### src/rtl/master_port_sp.sv
// rtl/master_port_sp.sv - initiator-side bus port with split and timeout handling
//
// Accepts one read/write request at a time from a local device, arbitrates for
// the bus, drives mode/addr/wdata/valid and completes on the slave's ready pulse.
// A split pulse releases the bus; the port then waits for the slave's regranted
// ready. Returns read data or a timeout error to the device.
//
// Ports:
//   clk, rst_n                      clock, synchronous active-low reset
//   req_valid/req_ready             device request handshake (ready only in IDLE)
//   req_mode/req_addr/req_wdata     device request fields (1 = write)
//   resp_valid/resp_err/resp_rdata  one-cycle completion pulse, timeout flag, read data
//   bus_req/bus_grant               arbiter request and grant
//   mode/addr/wdata/valid           bus transfer, qualified by valid
//   rdata/ready/split               slave read data, completion pulse, split pulse
module master_port_sp #(
    parameter int ADDR_W  = 16,
    parameter int DATA_W  = 8,
    parameter int TIMEOUT = 64
) (
    input  logic              clk,
    input  logic              rst_n,
    input  logic              req_valid,
    output logic              req_ready,
    input  logic              req_mode,
    input  logic [ADDR_W-1:0] req_addr,
    input  logic [DATA_W-1:0] req_wdata,
    output logic              resp_valid,
    output logic              resp_err,
    output logic [DATA_W-1:0] resp_rdata,
    output logic              bus_req,
    input  logic              bus_grant,
    output logic              mode,
    output logic [ADDR_W-1:0] addr,
    output logic [DATA_W-1:0] wdata,
    output logic              valid,
    input  logic [DATA_W-1:0] rdata,
    input  logic              ready,
    input  logic              split
);

    localparam int CNT_W = (TIMEOUT > 0) ? $clog2(TIMEOUT + 1) : 1;
    localparam logic [CNT_W-1:0] CNT_LAST = (TIMEOUT > 0) ? CNT_W'(TIMEOUT - 1) : '0;
    localparam logic [CNT_W-1:0] CNT_MAX  = '1;

    typedef enum logic [2:0] {
        S_IDLE,
        S_REQ,
        S_XFER,
        S_SPLIT_WAIT,
        S_DONE
    } state_t;

    state_t           state;
    state_t           state_n;
    logic [CNT_W-1:0] count;
    logic             timeout_hit;
    logic             accept;

    // The counter first reaches CNT_LAST in the cycle the timeout is due; the
    // >= form also keeps the port from hanging if a split lands on that cycle.
    assign timeout_hit = (TIMEOUT > 0) && (count >= CNT_LAST);
    assign accept      = req_valid && req_ready;

    always_ff @(posedge clk) begin
        if (!rst_n) begin
            state <= S_IDLE;
        end else begin
            state <= state_n;
        end
    end

    always_comb begin
        state_n = state;
        case (state)
            S_IDLE: begin
                if (accept) state_n = S_REQ;
            end
            S_REQ: begin
                if (bus_grant) state_n = S_XFER;
            end
            S_XFER: begin
                if (ready)            state_n = S_DONE;
                else if (split)       state_n = S_SPLIT_WAIT;
                else if (timeout_hit) state_n = S_DONE;
            end
            S_SPLIT_WAIT: begin
                if (ready || timeout_hit) state_n = S_DONE;
            end
            S_DONE: begin
                state_n = S_IDLE;
            end
            default: state_n = S_IDLE;
        endcase
    end

    always_ff @(posedge clk) begin
        if (!rst_n) begin
            req_ready  <= 1'b0;
            resp_valid <= 1'b0;
            resp_err   <= 1'b0;
            resp_rdata <= '0;
            bus_req    <= 1'b0;
            mode       <= 1'b0;
            addr       <= '0;
            wdata      <= '0;
            valid      <= 1'b0;
            count      <= '0;
        end else begin
            // req_ready is registered, so it stays low for the first cycle
            // after reset release and follows IDLE from then on.
            req_ready  <= (state_n == S_IDLE);
            resp_valid <= (state_n == S_DONE);
            case (state)
                S_IDLE: begin
                    if (accept) begin
                        mode    <= req_mode;
                        addr    <= req_addr;
                        wdata   <= req_wdata;
                        bus_req <= 1'b1;
                    end
                end
                S_REQ: begin
                    if (bus_grant) begin
                        valid <= 1'b1;
                        count <= '0;
                    end
                end
                S_XFER, S_SPLIT_WAIT: begin
                    if (count != CNT_MAX) count <= count + 1'b1;
                    if (ready) begin
                        if (!mode) resp_rdata <= rdata;
                        resp_err <= 1'b0;
                        valid    <= 1'b0;
                        bus_req  <= 1'b0;
                    end else if (split && state == S_XFER) begin
                        valid   <= 1'b0;
                        bus_req <= 1'b0;
                    end else if (timeout_hit) begin
                        resp_err <= 1'b1;
                        valid    <= 1'b0;
                        bus_req  <= 1'b0;
                    end
                end
                default: begin
                end
            endcase
        end
    end

endmodule
### config.mk
export PLATFORM = sky130hd
export DESIGN_NAME = master_port_sp
export DESIGN_NICKNAME = d
export VERILOG_FILES = /design/src/rtl/master_port_sp.sv
export SDC_FILE = /design/constraint.sdc
export NUM_CORES = 1
export LEC_CHECK = 0
export CAP_MARGIN = 20
export CELL_PAD_IN_SITES_DETAIL_PLACEMENT = 1
export CELL_PAD_IN_SITES_GLOBAL_PLACEMENT = 2
export CORE_ASPECT_RATIO = 0.7
export CORE_UTILIZATION = 25
export DETAILED_ROUTE_END_ITERATION = 10
export PLACE_DENSITY_LB_ADDON = 0.2
export SLEW_MARGIN = 0
export SYNTH_ARGS = -nofsm -noshare
export SYNTH_HDL_FRONTEND = slang
export SYNTH_SLANG_ARGS = --single-unit
### constraint.sdc
create_clock -name clk -period 3.8 [get_ports clk]
set_input_delay 0.95 -clock clk [delete_from_list [all_inputs] [get_ports clk]]
set_output_delay 0.95 -clock clk [all_outputs]
set_load 0.005 [all_outputs]
==> results.yml <==
timing:
  slew_violations: 0
  rsz0062_at_grt: "false"
  hold_violations: 0
  min_period_ns: 2.280
  finClkSkew_ns: 0.008370
  fin_tns_setup_ns: 0
  worstMarginPinSlew_ns: 0.7130
  setup_violations: 0
  fmax_mhz: 438.5
  relSlewSlack: 0.5242
  period_share: 0.6001
  fin_ws_ns: 1.520
floorplan:
  die-width_um: 104.6
  ioPinCount: 77
  num_rows: 25
  core_area_um2: 6944
  chipHeight_um: 73.81
  die-area_um2: 7720
  initial_core_util: 0.2652
finish:
  stdcell_count: 387
  layout.nets: 332
  drive_above_1_share: 0.05119
  final_cell_area_um2: 2820
  mostFrequentLayoutCells: "76 x clkdlybuf4s50_1, 55 x nand2_1, 48 x dfxtp_1, 34 x a21oi_1, 15 x nor2_1"
  multi_input_area_um2: 824.5
  area_delta_synth_final_pct: 53.12
  regArea_um2: 960.9
  fillers: 834
  fin_util: 0.4061
  n_antenna_cell: 0
  layout_commonest_cell: "clkdlybuf4s50_1"
synthesis:
  synth.top_cell.area_share: 0.5217
  synth.avg_cell_area_um2: 8.606
  syn-instance-count: 214
  syn_area_um2: 1842
  synth_ff_type: "dfxtp_1"
  synth_nets: 254
  synth_edf_count: 0
  synth_area_leaders: "dfxtp_1 52%, nand2_1 11%, a21oi_1 9.2%"
  yosys_warnings: 0
  synthArstFlopShare: 0
  ys_ff_latch: 48
  synth.distinct_cells: 38
  yosysSeqAreaShare: 0.5217
  synth_largest_area_cell: "dfxtp_1"
setup_path:
  worstPathArrival_ns: 2.48
  end_kind: "flop"
  worstPathRequired_ns: 4.00
  rr_startpoint: "count[0]"
  critPathMaxFanout: 21
  start_kind: "input pin"
  cp-startpoint: "rst_n"
  critical_path_class: "in -> reg"
cts:
  post_cts_buffers: 0
  cts_max_level: 2
  numCtsBuffers: 5
  cts_hold_buf: 0
  clockRootBuffer: "clkbuf_8"
  clock_latency_ns: 0.31
  clockBufferDepth: 2
  cts.sink_count: 48
  cts_resized: 0
  cts_tree: "yes"
  clkSlewWorstSetupHoldPaths_ns: 0.09
global_routing:
  grt_start_max_net_pins: 27
  grt_usage: 0.1446
  met3_usage: 0.06122
  grt_pass1_vias: 1660
  met1_usage: 0.2058
  grtUsageMet2: 0.1876
  antenna_found_initial: 0
  grt_pass1_wl_mm: 8.500
  gr-max-usage-layer: "met1"
  gr-total-overflow: 0
routing:
  drc: 0
  vias: 1756
  routedWlPerCell_um: 14.08
  wl_mm: 5.449
  drtIter0Drc: 28
  first_pass_iters: 4
  viasPerCell: 4.537
  drtAntennaViolNets: 0
placed_design:
  io_buffer_count: 76
  dpl.cell_count: 379
  routabilityCongestion: 0.7206
  pre_cts_ws_ns: 1.173
  place_hpwl_mm: 3.878
  place_area_um2: 2713
pwr:
  p_leak_uw: 0.001035
  power.density_nw_per_um2: 375.7
  irDropWorstVdd_uv: 193.4
run:
  max_cap_violations: 0
run_status:
  run_status: "complete, no violations"
worst_hold_path:
  hold_class: "reg -> reg"
  hold_start: "addr[7]"
kinds of logic after synthesis:
family | count (synthesis) | synth area share
flops | 48 | 0.5217
mux | 8 | 0.04348
compound gates | 53 | 0.1780
fa+ha+maj | 1 | 0.006792
simple gates | 90 | 0.2194
buf+inv | 14 | 0.03057
area by class of cell:
class	count	area share
flip-flops and latches	48	0.3407
inverters	5	0.006655
repair buffers	80	0.2804
multi-input cells	152	0.2924
clock inverters	2	0.01242
clock buffers	6	0.02573
well taps	94	0.04170
registers in the layout (all words and copies together), names as in the netlist:
register / count
state: 3
wdata: 8
count: 7
resp_err: 1
addr: 16
bus_req: 1
req_ready: 1
resp_valid: 1
resp_rdata: 8
valid: 1
mode: 1
metrics by stage:
step	power (µW)	hold WS (ns)
after global routing	1115	0.4848
final	1060	0.4591
after detailed placement	700.9	0.4499
after CTS	1076	0.4630
after global placement	700.2	0.4425
after floorplan	601.5	0.4504
critical path, cell delays in order:
cell	delay, ns
clkdlybuf4s50_1	0.55
inv_1	0.60
buf_4	0.31
nor2_1	0.06
worst paths after layout:
path | end | slack [ns] | depth (start not counted)
hold / removal | addr[7] | 0.46 | 2
setup / recovery | resp_rdata[5] | 1.52 | 4
hold reg to reg | addr[7] | 0.46 | 2
setup reg to reg | count[5] | 2.15 | 5
Yosys cell counts, drive strengths merged, types with 2 or more instances:
| cell | count |
|---|---|
| a21o | 2 |
| a21oi | 34 |
| and3 | 2 |
| buf | 4 |
| clkbuf | 5 |
| dfxtp | 48 |
| inv | 5 |
| mux2i | 8 |
| nand2 | 55 |
| nand3 | 4 |
| nor2 | 15 |
| nor3 | 2 |
| o211a | 3 |
| o21ai | 5 |
| or3 | 3 |
report_power, final:
group          internal [µW]  switching, µW
logic                   87.2           63.4
registers                523           13.1
clock network            196            177
total                    806            253
metal layers:
layer,wire length (µm),part of all wire,vias to the layer above
met5,0,0,-
met4,64,0.012,0
met3,505,0.093,5
met2,2073,0.38,56
met1,2806,0.51,808
li1,-,-,887
No activity file was read; power rests on OpenSTA's default activity.
